==> src/rtl/register_file_pkg.sv <==
// regfile_pkg: shared constants and types for the register file.
// Build option: REGFILE_ZERO_REG_EN makes register 0 read as zero and ignore writes.
package regfile_pkg;
  localparam int DATA_WIDTH = 16;
  localparam int SEL_WIDTH = 3;
  localparam int NUM_REGS = 2 ** SEL_WIDTH;
  typedef logic [DATA_WIDTH-1:0] data_t;
  typedef logic [SEL_WIDTH-1:0] sel_t;
`ifdef REGFILE_ZERO_REG_EN
  localparam bit ZERO_REG_EN = 1'b1;
`else
  localparam bit ZERO_REG_EN = 1'b0;
`endif
endpackage

==> src/rtl/register_file_if.sv <==
// register_file_if: write port and two read ports of the register file.
// Signals: REG_WE (active-low write enable), DIn, REG_Dst, REG_Src1, REG_Src2, SRC1, SRC2.
// Modports: master drives the selects, write enable and write data; slave drives SRC1 and SRC2.
interface register_file_if
  import regfile_pkg::*;
#(
  parameter int DataWidth = DATA_WIDTH,
  parameter int SelectSize = SEL_WIDTH
);
  logic REG_WE;
  logic [DataWidth-1:0] DIn;
  logic [SelectSize-1:0] REG_Dst;
  logic [SelectSize-1:0] REG_Src1;
  logic [SelectSize-1:0] REG_Src2;
  logic [DataWidth-1:0] SRC1;
  logic [DataWidth-1:0] SRC2;
  modport master (output REG_WE, DIn, REG_Dst, REG_Src1, REG_Src2, input SRC1, SRC2);
  modport slave (input REG_WE, DIn, REG_Dst, REG_Src1, REG_Src2, output SRC1, SRC2);
endinterface

==> src/rtl/register_file_cell.sv <==
// register_cell: one falling-edge data register with synchronous clear and active-high load.
// Ports: Clk, Reset (sync, active-high, wins over load), load, d (data in), q (data out).
module register_cell #(
  parameter int Width = 16
) (
  input  logic             Clk,
  input  logic             Reset,
  input  logic             load,
  input  logic [Width-1:0] d,
  output logic [Width-1:0] q
);
  always_ff @(negedge Clk)
    q <= Reset ? '0 : load ? d : q;
endmodule

==> src/rtl/register_file.sv <==
// register_file: 2**SelectSize x DataWidth register file, one falling-edge write port, two combinational read ports.
// Ports: Clk, Reset (sync, active-high), bus (register_file_if.slave).
// Build option: REGFILE_ZERO_REG_EN hardwires register 0 to zero.
module register_file
  import regfile_pkg::*;
#(
  parameter int DataWidth = DATA_WIDTH,
  parameter int SelectSize = SEL_WIDTH
) (
  input logic Clk,
  input logic Reset,
  register_file_if.slave bus
);
  localparam int Depth = 2 ** SelectSize;
  logic [DataWidth-1:0] q [Depth];
  logic [Depth-1:0] load;
  for (genvar i = 0; i < Depth; i++) begin : g_reg
    assign load[i] = !bus.REG_WE && bus.REG_Dst == SelectSize'(i) && !(ZERO_REG_EN && i == 0);
    register_cell #(.Width(DataWidth)) u_cell (
      .Clk  (Clk),
      .Reset(Reset),
      .load (load[i]),
      .d    (bus.DIn),
      .q    (q[i])
    );
  end
  assign bus.SRC1 = (ZERO_REG_EN && bus.REG_Src1 == '0) ? '0 : q[bus.REG_Src1];
  assign bus.SRC2 = (ZERO_REG_EN && bus.REG_Src2 == '0) ? '0 : q[bus.REG_Src2];
endmodule

==> src/flat_wrapper.sv <==
// flat-port wrapper written by rule: the top's interface ports become plain ports
module register_file_flat import regfile_pkg::*;
#(
  parameter int DataWidth = DATA_WIDTH,
  parameter int SelectSize = SEL_WIDTH
)
  (Clk, Reset, bus_REG_WE, bus_DIn, bus_REG_Dst, bus_REG_Src1, bus_REG_Src2, bus_SRC1, bus_SRC2);
  register_file_if #(.DataWidth(DataWidth), .SelectSize(SelectSize)) bus_i ();
  input logic Clk;
  input logic Reset;
  input wire logic [$bits(bus_i.REG_WE)-1:0] bus_REG_WE;
  input wire logic [$bits(bus_i.DIn)-1:0] bus_DIn;
  input wire logic [$bits(bus_i.REG_Dst)-1:0] bus_REG_Dst;
  input wire logic [$bits(bus_i.REG_Src1)-1:0] bus_REG_Src1;
  input wire logic [$bits(bus_i.REG_Src2)-1:0] bus_REG_Src2;
  output wire logic [$bits(bus_i.SRC1)-1:0] bus_SRC1;
  output wire logic [$bits(bus_i.SRC2)-1:0] bus_SRC2;
  assign bus_i.REG_WE = bus_REG_WE;
  assign bus_i.DIn = bus_DIn;
  assign bus_i.REG_Dst = bus_REG_Dst;
  assign bus_i.REG_Src1 = bus_REG_Src1;
  assign bus_i.REG_Src2 = bus_REG_Src2;
  assign bus_SRC1 = bus_i.SRC1;
  assign bus_SRC2 = bus_i.SRC2;
  register_file #(.DataWidth(DataWidth), .SelectSize(SelectSize)) u_core (.Clk(Clk), .Reset(Reset), .bus(bus_i));
endmodule
==> config.mk <==
export PLATFORM = sky130hd
export DESIGN_NAME = register_file_flat
export DESIGN_NICKNAME = d
export VERILOG_FILES = /design/src/rtl/register_file_pkg.sv /design/src/rtl/register_file_if.sv /design/src/rtl/register_file_cell.sv /design/src/rtl/register_file.sv /design/src/flat_wrapper.sv
export SDC_FILE = /design/constraint.sdc
export NUM_CORES = 1
export LEC_CHECK = 0
export ABC_AREA = 1
export CAP_MARGIN = 30
export CORE_ASPECT_RATIO = 1.5
export CORE_MARGIN = 2
export CORE_UTILIZATION = 53
export DETAILED_ROUTE_END_ITERATION = 8
export HOLD_SLACK_MARGIN = 0.05
export PLACE_DENSITY_LB_ADDON = 0.25
export SETUP_SLACK_MARGIN = 0.3
export SLEW_MARGIN = 40
export SYNTH_ARGS = -nofsm -noshare
export SYNTH_HDL_FRONTEND = slang
export SYNTH_SLANG_ARGS = --single-unit
==> constraint.sdc <==
create_clock -name Clk -period 0.9 [get_ports Clk]
set_clock_uncertainty 0.15 [all_clocks]
set_input_delay 0.09 -clock Clk [delete_from_list [all_inputs] [get_ports Clk]]
set_output_delay 0.09 -clock Clk [all_outputs]
set_load 0.02 [all_outputs]
==> impl_metrics.json, run 1 <==
{
  "synthTopCellsByArea": "dfxtp_1, nand2_1, nor2_1, nand3_1, o21ai_0",
  "yosysSeqAreaShare_pct": 34.9,
  "yosysTopAreaCellShare_pct": 34.9,
  "place_congestion": 0.885,
  "ys_top_cells_by_count": "nand2_1, nor2_1, inv_1, dfxtp_1, nand3_1",
  "htree_levels": 4,
  "grt-worst-endpoint": "bus_SRC1[11]",
  "cts.sinks": 128,
  "yosys.cell_types.count": 13,
  "io_pins": 60,
  "firstError": "[ERROR DPL-0038] Utilization greater than 100%, impossible to legalize",
  "grt_max_degree": 40,
  "synth.avg_cell_area_um2": 5.68,
  "die_w_um": 100,
  "yosysMostFrequentCell": "nand2_1",
  "worst-ep-kind": "top-level output",
  "synthesis.nets": 1322,
  "outcome": "aborted with a tool error",
  "synth_edf_count": 0,
  "ys_warn_count": 0,
  "haltStage": "global routing (5_1_grt)",
  "cts_buffer_depth": 2,
  "cts-root-buf": "clkbuf_16",
  "port_buffers": 59,
  "start_util_pct": 54.3,
  "numCtsBuffers": 17,
  "hold_buffers": 0,
  "syn-cell-area_um2": 7350,
  "rows": 52,
  "synth_top_flop_cell": "dfxtp_1",
  "ys_seq_elements": 128,
  "synth_top_cell_by_area": "dfxtp_1",
  "syn-instance-count": 1294,
  "async_flop_share_pct": 0,
  "dp_hpwl_um": 16700,
  "dieHeight_um": 148
}
[per-stage QoR]
stage / cells / hold WS (ns) / utilization [%] / worst slack, ns / instance area, um^2
after CTS: 1723 / 0.303 / 87.8 / -1.15 / 11900
after global placement: 1509 / 0.297 / 65.7 / -1.29 / 8890
after detailed placement: 1509 / 0.309 / 65.7 / -1.31 / 8890
after floorplan: 1294 / 0.282 / - / -0.520 / 7790
[kinds of logic after synthesis]
family | count (synthesis) | share of synthesized area, %
AO/OA/AOI/OAI | 128 | 8.72
buffers and inverters | 224 | 12.6
flip-flops | 128 | 34.9
AND/OR/NAND/NOR | 814 | 43.8
[timing repair]
item | 4_1_cts
resized for setup | 712
setup buffers | 36
hold endpoints to repair | 0
gates cloned | 19
pin swaps | 170
setup endpoints to repair | 160
==> run 2, diff against run 1 <==
--- a/config.mk
+++ b/config.mk
@@ -7,13 +7,10 @@
 export LEC_CHECK = 0
 export ABC_AREA = 1
 export CAP_MARGIN = 30
-export CORE_ASPECT_RATIO = 1.5
 export CORE_MARGIN = 2
-export CORE_UTILIZATION = 53
+export CORE_UTILIZATION = 38
 export DETAILED_ROUTE_END_ITERATION = 8
-export HOLD_SLACK_MARGIN = 0.05
-export PLACE_DENSITY_LB_ADDON = 0.25
-export SETUP_SLACK_MARGIN = 0.3
+export PLACE_DENSITY_LB_ADDON = 0.15
 export SLEW_MARGIN = 40
 export SYNTH_ARGS = -nofsm -noshare
 export SYNTH_HDL_FRONTEND = slang
==> constraint.sdc (replaced) <==
create_clock -name Clk -period 1.2 [get_ports Clk]
set_clock_uncertainty 0.15 [all_clocks]
set_input_delay 0.12 -clock Clk [delete_from_list [all_inputs] [get_ports Clk]]
set_output_delay 0.12 -clock Clk [all_outputs]
set_load 0.02 [all_outputs]
==> impl_metrics.json, run 2 <==
{
  "vias_per_cell": 5.26,
  "drive_gt1_share_pct": 48.0,
  "synthSimpleGateAreaFrac_pct": 43.8,
  "gr-total-overflow": 0,
  "ys_warn_count": 0,
  "synth-xor-area-share_pct": 0,
  "p_leak_nw": 6.23,
  "synth_edf_count": 0,
  "ys_top_cells_by_count": "nand2_1, nor2_1, inv_1, dfxtp_1, nand3_1",
  "cp-end-kind": "primary output",
  "slew_viol_final": 0,
  "detail-route-antenna-nets": 0,
  "synthesis.nets": 1322,
  "top_register": "u_core.g.u_cell.q",
  "synth_adder_area_share_pct": 0,
  "die_area_um2": 20500,
  "areaGrowthSynthToFinish_pct": 69.9,
  "min_path_type": "flip-flop to flip-flop",
  "rsz0062_at_grt": "yes",
  "vias": 9634,
  "irDropWorstVdd_uv": 1020,
  "io_pins": 60,
  "muxShareOfSynthArea_pct": 0,
  "fin_ws_ns": -1.10,
  "worst-endpoint-arrival_ns": 2.03,
  "violations": "setup timing",
  "die_w_um": 143,
  "synthTopCellsByArea": "dfxtp_1, nand2_1, nor2_1, nand3_1, o21ai_0",
  "routedWlPerCell_um": 18.3,
  "finalSetupViolations": 160,
  "reg.largest.list": "u_core.g.u_cell.q (128)",
  "worstMarginPinSlew_ns": 0.293,
  "port_buffers": 59,
  "initialDrtViolationCount": 815,
  "cts_tree": "built",
  "yosys.cell_types.count": 13,
  "antenna_found_initial": 0,
  "relSlewSlack_pct": 80.5,
  "post-place-cells": 1618,
  "power_density_nw_per_um2": 1190,
  "crit_fanout": 2,
  "grt_pass1_wl_um": 48800,
  "yosysTopAreaCellShare_pct": 34.9,
  "ys_seq_elements": 128,
  "cts.sinks": 128,
  "cts-root-buf": "clkbuf_16",
  "dieHeight_um": 143,
  "dp_hpwl_um": 18300,
  "cts_buffer_depth": 2,
  "stdcell_count": 1830,
  "start_util_pct": 39.0,
  "yosysSeqAreaShare_pct": 34.9,
  "crit_type": "flip-flop to primary output",
  "critPathLaunchType": "flip-flop",
  "holdWs_ns": 0.314,
  "clkLatencyLatePin_ns": 0.46,
  "cp_data_required_time_ns": 0.93,
  "final_common_cell": "nand2_1",
  "async_flop_share_pct": 0,
  "htree_levels": 4,
  "drt-pass1-iter-count": 8,
  "synth_top_cell_by_area": "dfxtp_1",
  "grt.total_usage_pct": 31.6,
  "final_cell_mix": "nand2_1, nor2_1, inv_1",
  "grt_pass1_vias": 9215,
  "syn-instance-count": 1294,
  "rows": 50,
  "synth.avg_cell_area_um2": 5.68,
  "n_antenna_cell": 0,
  "hold_buffers": 0,
  "core_um2": 18800,
  "drv_cap": 0,
  "numCtsBuffers": 17,
  "final_hold_viol_count": 0,
  "place_congestion": 0.838,
  "totalNegativeSetupSlack_ns": -58.71,
  "clk_pin_slew_ns": 0.05,
  "drcViolationCount": 0,
  "largest_register_ffs": 128,
  "synth-compound-area-share_pct": 8.72,
  "nNetsFinal": 1585,
  "synth_top_flop_cell": "dfxtp_1",
  "synth_top_family_by_area": "simple AND/OR/NAND/NOR gates",
  "grt_max_degree": 41,
  "routed_wl_um": 33600,
  "yosysMostFrequentCell": "nand2_1",
  "syn-cell-area_um2": 7350,
  "outcome": "finished, violations left"
}
[run 2: layout make-up]
class,count,area (um^2)
timing repair inverter,2,36.3
sequential,128,2740
clock buffer,17,425
multi-input combinational,942,5190
fill,1578,6340
inverter,147,674
clock inverter,143,644
timing repair buffer,191,2450
tap,260,325
[run 2: metrics by stage]
step                utilization, %  cell area, um^2  setup slack, ns  power [W]
floorplan                        -             7790           -0.400    0.00658
global placement              48.0             9050            -1.24    0.00751
detailed placement            48.0             9050            -1.24    0.00753
CTS                           61.1            11500            -1.01     0.0146
global route                  66.3            12500            -1.13     0.0157
finish                        66.3            12500            -1.10     0.0149
[run 2: logic make-up (layout without fill, tap and decap cells)]
logic type	after synthesis	in the layout
simple gates	814	814
buf+inv	224	500
compound gates	128	128
flops	128	128
[run 2: timing repair]
action | CTS | global route
gates resized for setup | 609 | 250
setup endpoints to repair | 160 | 160
cloned | 12 | 1
pin swaps | 121 | 132
buffers inserted | 24 | 16
[run 2: layer usage]
| metal | routed length (um) | part of all wire (%) | global-route usage (%) | vias up |
|---|---|---|---|---|
| met5 | 0 | 0 | 0 | - |
| met4 | 1330 | 4.0 | 17.4 | 0 |
| met3 | 3220 | 9.6 | 12.0 | 111 |
| met2 | 16100 | 48 | 49.2 | 544 |
| met1 | 12900 | 39 | 37.4 | 4472 |
| li1 | - | - | - | 4507 |
[run 2: where the power goes]
group | internal [W] | total [W] | switching (W)
Clock | 0.00382 | 0.00716 | 0.00334
Sequential | 0.00446 | 0.00458 | 0.000121
Combinational | 0.00131 | 0.00316 | 0.00184
Total | 0.00959 | 0.0149 | 0.00530
[run 2: worst paths after layout]
check	start	endpoint	slack [ns]	cells after the start
worst max-delay path	u_core.g_reg[7].u_cell.q[1]	bus_SRC1[1]	-1.10	7
worst max register to register	u_core.g_reg[7].u_cell.q[1]	u_core.g_reg[7].u_cell.q[1]	0.32	3
worst min-delay path	u_core.g_reg[5].u_cell.q[5]	u_core.g_reg[5].u_cell.q[5]	0.31	2
worst min register to register	u_core.g_reg[5].u_cell.q[5]	u_core.g_reg[5].u_cell.q[5]	0.31	2
[run 2: worst max-delay path: stages (launching register included)]
cell     delay (ns)
dfxtp_2        0.34
inv_2          0.05
nand2_1        0.09
nand3_1        0.10
nand2_1        0.12
nand2_2        0.07
nand2_2        0.08
buf_6          0.11
Note: power is estimated with default switching activity, not from simulation.
==> run 3, diff against run 2 <==
--- a/config.mk
+++ b/config.mk
@@ -8,9 +8,9 @@
 export ABC_AREA = 1
 export CAP_MARGIN = 30
 export CORE_MARGIN = 2
-export CORE_UTILIZATION = 38
+export CORE_UTILIZATION = 50
 export DETAILED_ROUTE_END_ITERATION = 8
-export PLACE_DENSITY_LB_ADDON = 0.15
+export PLACE_DENSITY = 0.7
 export SLEW_MARGIN = 40
 export SYNTH_ARGS = -nofsm -noshare
 export SYNTH_HDL_FRONTEND = slang
==> impl_metrics.json, run 3 (same netlist as run 2, synthesis figures left out) <==
{
  "seqPwrFrac_pct": 29.1,
  "power_frac_comb_pct": 20.7,
  "io_pins": 60,
  "rows": 44,
  "cts_tree": "built",
  "drt-pass1-iter-count": 8,
  "routed_wl_um": 40200,
  "rsz0062_at_grt": "yes",
  "netSwitchingFraction_pct": 38.0,
  "numCtsBuffers": 17,
  "start_util_pct": 50.9,
  "top_register": "u_core.g.u_cell.q",
  "gr-total-overflow": 0,
  "p_clk_share_pct": 50.2,
  "cts.sinks": 128,
  "clk_pin_slew_ns": 0.08,
  "stdcell_count": 1740,
  "cp-end-kind": "primary output",
  "vias_per_cell": 6.31,
  "n_antenna_cell": 0,
  "final_cell_mix": "nand2_1, nor2_1, inv_1",
  "internal_power_w": 0.00975,
  "multiInputGateArea_um2": 5060,
  "p_switching_w": 0.00599,
  "ff_latch_area_um2": 2730,
  "outcome": "finished, violations left",
  "clkLatencyLatePin_ns": 0.47,
  "worstHoldPathCells": 2,
  "irDropWorstVdd_uv": 1320,
  "reg2reg_from": "u_core.g_reg[6].u_cell.q[8]",
  "dp_hpwl_um": 16500,
  "drv_cap": 0,
  "vias": 11000,
  "final_hold_viol_count": 0,
  "port_buffers": 59,
  "min_to": "u_core.g_reg[0].u_cell.q[13]",
  "min_path_type": "flip-flop to flip-flop",
  "p_leak_nw": 6.14,
  "grt_pass1_wl_um": 50500,
  "grt.total_usage_pct": 41.2,
  "ff2ff_path_depth": 3,
  "violations": "setup timing",
  "reg.largest.list": "u_core.g.u_cell.q (128)",
  "regToRegSetupSlack_ns": 0.26,
  "die_area_um2": 15700,
  "worst-endpoint-arrival_ns": 2.15,
  "r2r-end": "u_core.g_reg[6].u_cell.q[8]",
  "drive_gt1_share_pct": 46.5,
  "htree_levels": 4,
  "core_um2": 14400,
  "min_from": "u_core.g_reg[0].u_cell.q[13]",
  "crit_fanout": 2,
  "areaGrowthSynthToFinish_pct": 64.5,
  "largest_register_ffs": 128,
  "antenna_found_initial": 0,
  "final_core_util_pct": 83.8,
  "cts_buffer_depth": 2,
  "fin_ws_ns": -1.22,
  "finalSetupViolations": 160,
  "holdWs_ns": 0.317,
  "cts-root-buf": "clkbuf_16",
  "grt_pass1_vias": 9991,
  "detail-route-antenna-nets": 0,
  "routedWlPerCell_um": 23.1,
  "cp_data_required_time_ns": 0.93,
  "die_w_um": 125,
  "relSlewSlack_pct": 53.9,
  "post-place-cells": 1529,
  "place_congestion": 0.870,
  "power_density_nw_per_um2": 1300,
  "nNetsFinal": 1571,
  "worstMarginPinSlew_ns": 0.692,
  "slew_viol_final": 0,
  "crit_type": "flip-flop to primary output",
  "drcViolationCount": 0,
  "grt_max_degree": 65,
  "final_common_cell": "nand2_1",
  "dieHeight_um": 125,
  "critPathLaunchType": "flip-flop",
  "initialDrtViolationCount": 2197,
  "nFillCells": 798
}
==> run 3: changes by cell type in the layout (fill, tap and decap cells not counted), moves of 8 or more <==
cell / before / now
inv_1: 158 / 166
o21ai_0: 0 / 8
nand2_1: 318 / 330
nand2_2: 99 / 85
nor2_2: 18 / 42
nor2_4: 37 / 16
==> run 3: cell type report <==
class	instances	area share, %
Tap cell	184	1.90
Clock inverter	143	5.53
Timing Repair Buffer	178	19.3
Multi-Input combinational cell	942	41.8
Sequential cell	128	22.6
Clock buffer	17	3.52
Timing Repair inverter	1	0.135
Inverter	147	5.25
==> run 3: worst max-delay path, stage by stage (launching register included) <==
cell and delay (ns):
dfxtp_2 0.38, inv_2 0.06, nand2_1 0.07, nand3_1 0.10, nand2_2 0.08, nand2_2 0.06, nand2_4 0.14, buf_6 0.14
==> run 3: power groups by stage <==
| stage | clock (W) | combinational, W | sequential (W) |
|---|---|---|---|
| CTS | 0.00728 | 0.00273 | 0.00456 |
| finish | 0.00790 | 0.00325 | 0.00458 |
| floorplan | 0.000650 | 0.00136 | 0.00458 |
| global route | 0.00821 | 0.00339 | 0.00458 |
| detailed placement | 0.000650 | 0.00222 | 0.00460 |
| global placement | 0.000650 | 0.00220 | 0.00459 |
==> run 3: how the worst max path moves through the flow <==
stage / from / to / slack (ns) / cells past startpoint
floorplan: bus_REG_WE / u_core.g_reg[7].u_cell.q[0] / -0.40 / 5
global route: u_core.g_reg[5].u_cell.q[5] / bus_SRC2[5] / -1.24 / 7
CTS: u_core.g_reg[3].u_cell.q[15] / bus_SRC1[15] / -0.99 / 7
detailed placement: bus_REG_Dst[2] / u_core.g_reg[6].u_cell.q[2] / -1.16 / 7
finish: u_core.g_reg[5].u_cell.q[5] / bus_SRC2[5] / -1.22 / 7
global placement: bus_REG_Dst[2] / u_core.g_reg[6].u_cell.q[3] / -1.13 / 7
==> run 3: timing repair <==
action,CTS,global route
hold buffers,0,0
endpoints found under the setup margin,160,160
cloned,13,1
pin swaps,150,116
setup buffers,20,20
resized for setup,591,186
==> run 3: per-layer routing <==
metal	global-route usage, %	part of all wire [%]	vias to the layer above
met3	13.3	15	449
met4	32.2	10	0
met2	63.8	43	1169
met1	47.0	32	4895
met5	0	0	-
li1	-	-	4470
==> run 3: stage by stage <==
| step | total power, W | TNS [ns] | area [um^2] | setup WS, ns |
|---|---|---|---|---|
| CTS | 0.0146 | -48.75 | 11400 | -0.985 |
| floorplan | 0.00658 | -53.89 | 7790 | -0.400 |
| global route | 0.0162 | -60.36 | 12100 | -1.24 |
| global placement | 0.00744 | -167.61 | 8890 | -1.13 |
| finish | 0.0157 | -58.53 | 12100 | -1.22 |
| detailed placement | 0.00746 | -170.07 | 8890 | -1.16 |
==> run 4, diff against run 3 <==
--- a/config.mk
+++ b/config.mk
@@ -7,6 +7,7 @@
 export LEC_CHECK = 0
 export ABC_AREA = 1
 export CAP_MARGIN = 30
+export CORE_ASPECT_RATIO = 1.4
 export CORE_MARGIN = 2
 export CORE_UTILIZATION = 50
 export DETAILED_ROUTE_END_ITERATION = 8
==> impl_metrics.json, run 4 (same netlist as run 2, synthesis figures left out) <==
{
  "outcome": "finished, violations left",
  "violations": "setup timing",
  "cp_data_required_time_ns": 0.93,
  "dp_hpwl_um": 17700,
  "n_antenna_cell": 0,
  "port_buffers": 59,
  "dieHeight_um": 147,
  "nNetsFinal": 1590,
  "cts_buffer_depth": 2,
  "fin_ws_ns": -1.42,
  "nFillCells": 739,
  "vias_per_cell": 6.29,
  "cp_slowest_stage_delay_ns": 0.34,
  "r2r-end": "u_core.g_reg[4].u_cell.q[11]",
  "gr-total-overflow": 0,
  "relSlewSlack_pct": 72.8,
  "irDropWorstVdd_uv": 1000,
  "regToRegSetupSlack_ns": 0.18,
  "worstMarginPinSlew_ns": 0.409,
  "cts.sinks": 128,
  "top_register": "u_core.g.u_cell.q",
  "rsz0062_at_grt": "yes",
  "htree_levels": 4,
  "grt.total_usage_pct": 44.0,
  "areaGrowthSynthToFinish_pct": 70.6,
  "crit_type": "flip-flop to primary output",
  "reg.largest.list": "u_core.g.u_cell.q (128)",
  "drt-pass1-iter-count": 9,
  "die_w_um": 106,
  "routed_wl_um": 40500,
  "initialDrtViolationCount": 1768,
  "critPathLaunchType": "flip-flop",
  "rows": 52,
  "vias": 11100,
  "min_to": "u_core.g_reg[2].u_cell.q[11]",
  "clkLatencyLatePin_ns": 0.47,
  "routedWlPerCell_um": 23.0,
  "totalNegativeSetupSlack_ns": -61.73,
  "grt_pass1_vias": 10300,
  "reg2reg_from": "u_core.g_reg[4].u_cell.q[11]",
  "cts-root-buf": "clkbuf_16",
  "core_um2": 14400,
  "worstPathCellList": "inv_2 -> nand2_1 -> nand3_2 -> nand2_1 -> nand2_1 -> nand2_2 -> buf_6",
  "drv_cap": 0,
  "crit_slowest_cell": "dfxtp_2",
  "post-place-cells": 1549,
  "power_density_nw_per_um2": 1280,
  "start_util_pct": 50.9,
  "finalSetupViolations": 160,
  "grt_max_degree": 38,
  "clk_pin_slew_ns": 0.04,
  "cp-end-kind": "primary output",
  "p_leak_nw": 6.23,
  "io_pins": 60,
  "drive_gt1_share_pct": 50.2,
  "cpMostUsedCell": "nand2_1",
  "numCtsBuffers": 17,
  "detail-route-antenna-nets": 0,
  "ff2ff_path_depth": 4,
  "worst-endpoint-arrival_ns": 2.35,
  "place_congestion": 0.934,
  "cts_tree": "built",
  "drcViolationCount": 0,
  "crit_fanout": 2,
  "min_from": "u_core.g_reg[2].u_cell.q[11]",
  "final_cell_mix": "nand2_1, nor2_1, inv_1",
  "stdcell_count": 1760,
  "slew_viol_final": 0,
  "min_path_type": "flip-flop to flip-flop",
  "antenna_found_initial": 0,
  "grt_pass1_wl_um": 52700,
  "final_hold_viol_count": 0,
  "worstHoldPathCells": 2,
  "final_common_cell": "nand2_1",
  "largest_register_ffs": 128,
  "die_area_um2": 15700
}
[run 4: changes by cell type in the layout (fill, tap and decap cells not counted), moves of 5 or more]
cell / previous run / this run
buf_6: 59 / 69
buf_8: 10 / 16
dfxtp_2: 126 / 121
nand2_1: 330 / 295
nand2_2: 85 / 121
nand2_8: 4 / 9
nand3_1: 99 / 88
nand3_2: 29 / 38
nor2_1: 203 / 188
nor2_2: 42 / 47
nor2_4: 16 / 26
o21ai_1: 7 / 17
[run 4: worst max path at each step]
stage / from / to / slack [ns] / cells past startpoint
2_1_floorplan: bus_REG_WE / u_core.g_reg[7].u_cell.q[0] / -0.40 / 5
3_3_place_gp: bus_REG_Dst[2] / u_core.g_reg[4].u_cell.q[14] / -1.17 / 7
3_5_place_dp: bus_REG_Dst[2] / u_core.g_reg[0].u_cell.q[0] / -1.19 / 6
4_1_cts: u_core.g_reg[6].u_cell.q[1] / bus_SRC2[1] / -1.00 / 7
5_1_grt: u_core.g_reg[6].u_cell.q[5] / bus_SRC1[5] / -1.41 / 7
6_report: u_core.g_reg[6].u_cell.q[5] / bus_SRC1[5] / -1.42 / 7
[run 4: where the power goes]
part	switching (W)	internal, W
registers	0.000132	0.00445
clock network	0.00368	0.00441
logic	0.00209	0.00133
total	0.00590	0.0102
[run 4: worst max-delay path: cells and delay by family (launching register included)]
kind | cells | cell delay [ns]
and+or+nand+nor | 5 | 0.74
DFF | 1 | 0.34
buffers and inverters | 2 | 0.19
[run 4: final cells by class]
class,instances,area (um^2),share of cell area [%]
Clock buffer,17,425,3.39
Clock inverter,139,689,5.50
Inverter,147,649,5.18
Multi-Input combinational cell,946,5340,42.6
Sequential cell,128,2730,21.8
Tap cell,189,236,1.89
Timing Repair Buffer,192,2440,19.4
Timing Repair inverter,2,32.5,0.260
[run 4: timing repair]
| item | CTS | global route |
|---|---|---|
| pin swaps | 153 | 119 |
| hold buffers | 0 | 0 |
| cloned | 16 | 1 |
| buffers inserted | 26 | 21 |
| endpoints found under the setup margin | 160 | 160 |
| hold endpoints to repair | 0 | 0 |
| resized for setup | 618 | 256 |
[run 4: routing by layer]
| layer | global-route usage (%) | share of wire [%] |
|---|---|---|
| met1 | 47.1 | 32 |
| met2 | 70.2 | 44 |
| met3 | 15.3 | 13 |
| met4 | 34.7 | 11 |
| met5 | 0 | 0 |
[run 4: metrics by stage]
stage,worst slack [ns],area (um^2),hold WS (ns),util [%],total power [W]
after floorplan,-0.400,7790,0.282,-,0.00658
after CTS,-1.00,11700,0.304,80.9,0.0150
after global placement,-1.17,9000,0.288,62.3,0.00749
final,-1.42,12500,0.305,86.8,0.0161
after global routing,-1.41,12500,0.317,86.8,0.0166
after detailed placement,-1.19,9000,0.300,62.3,0.00751
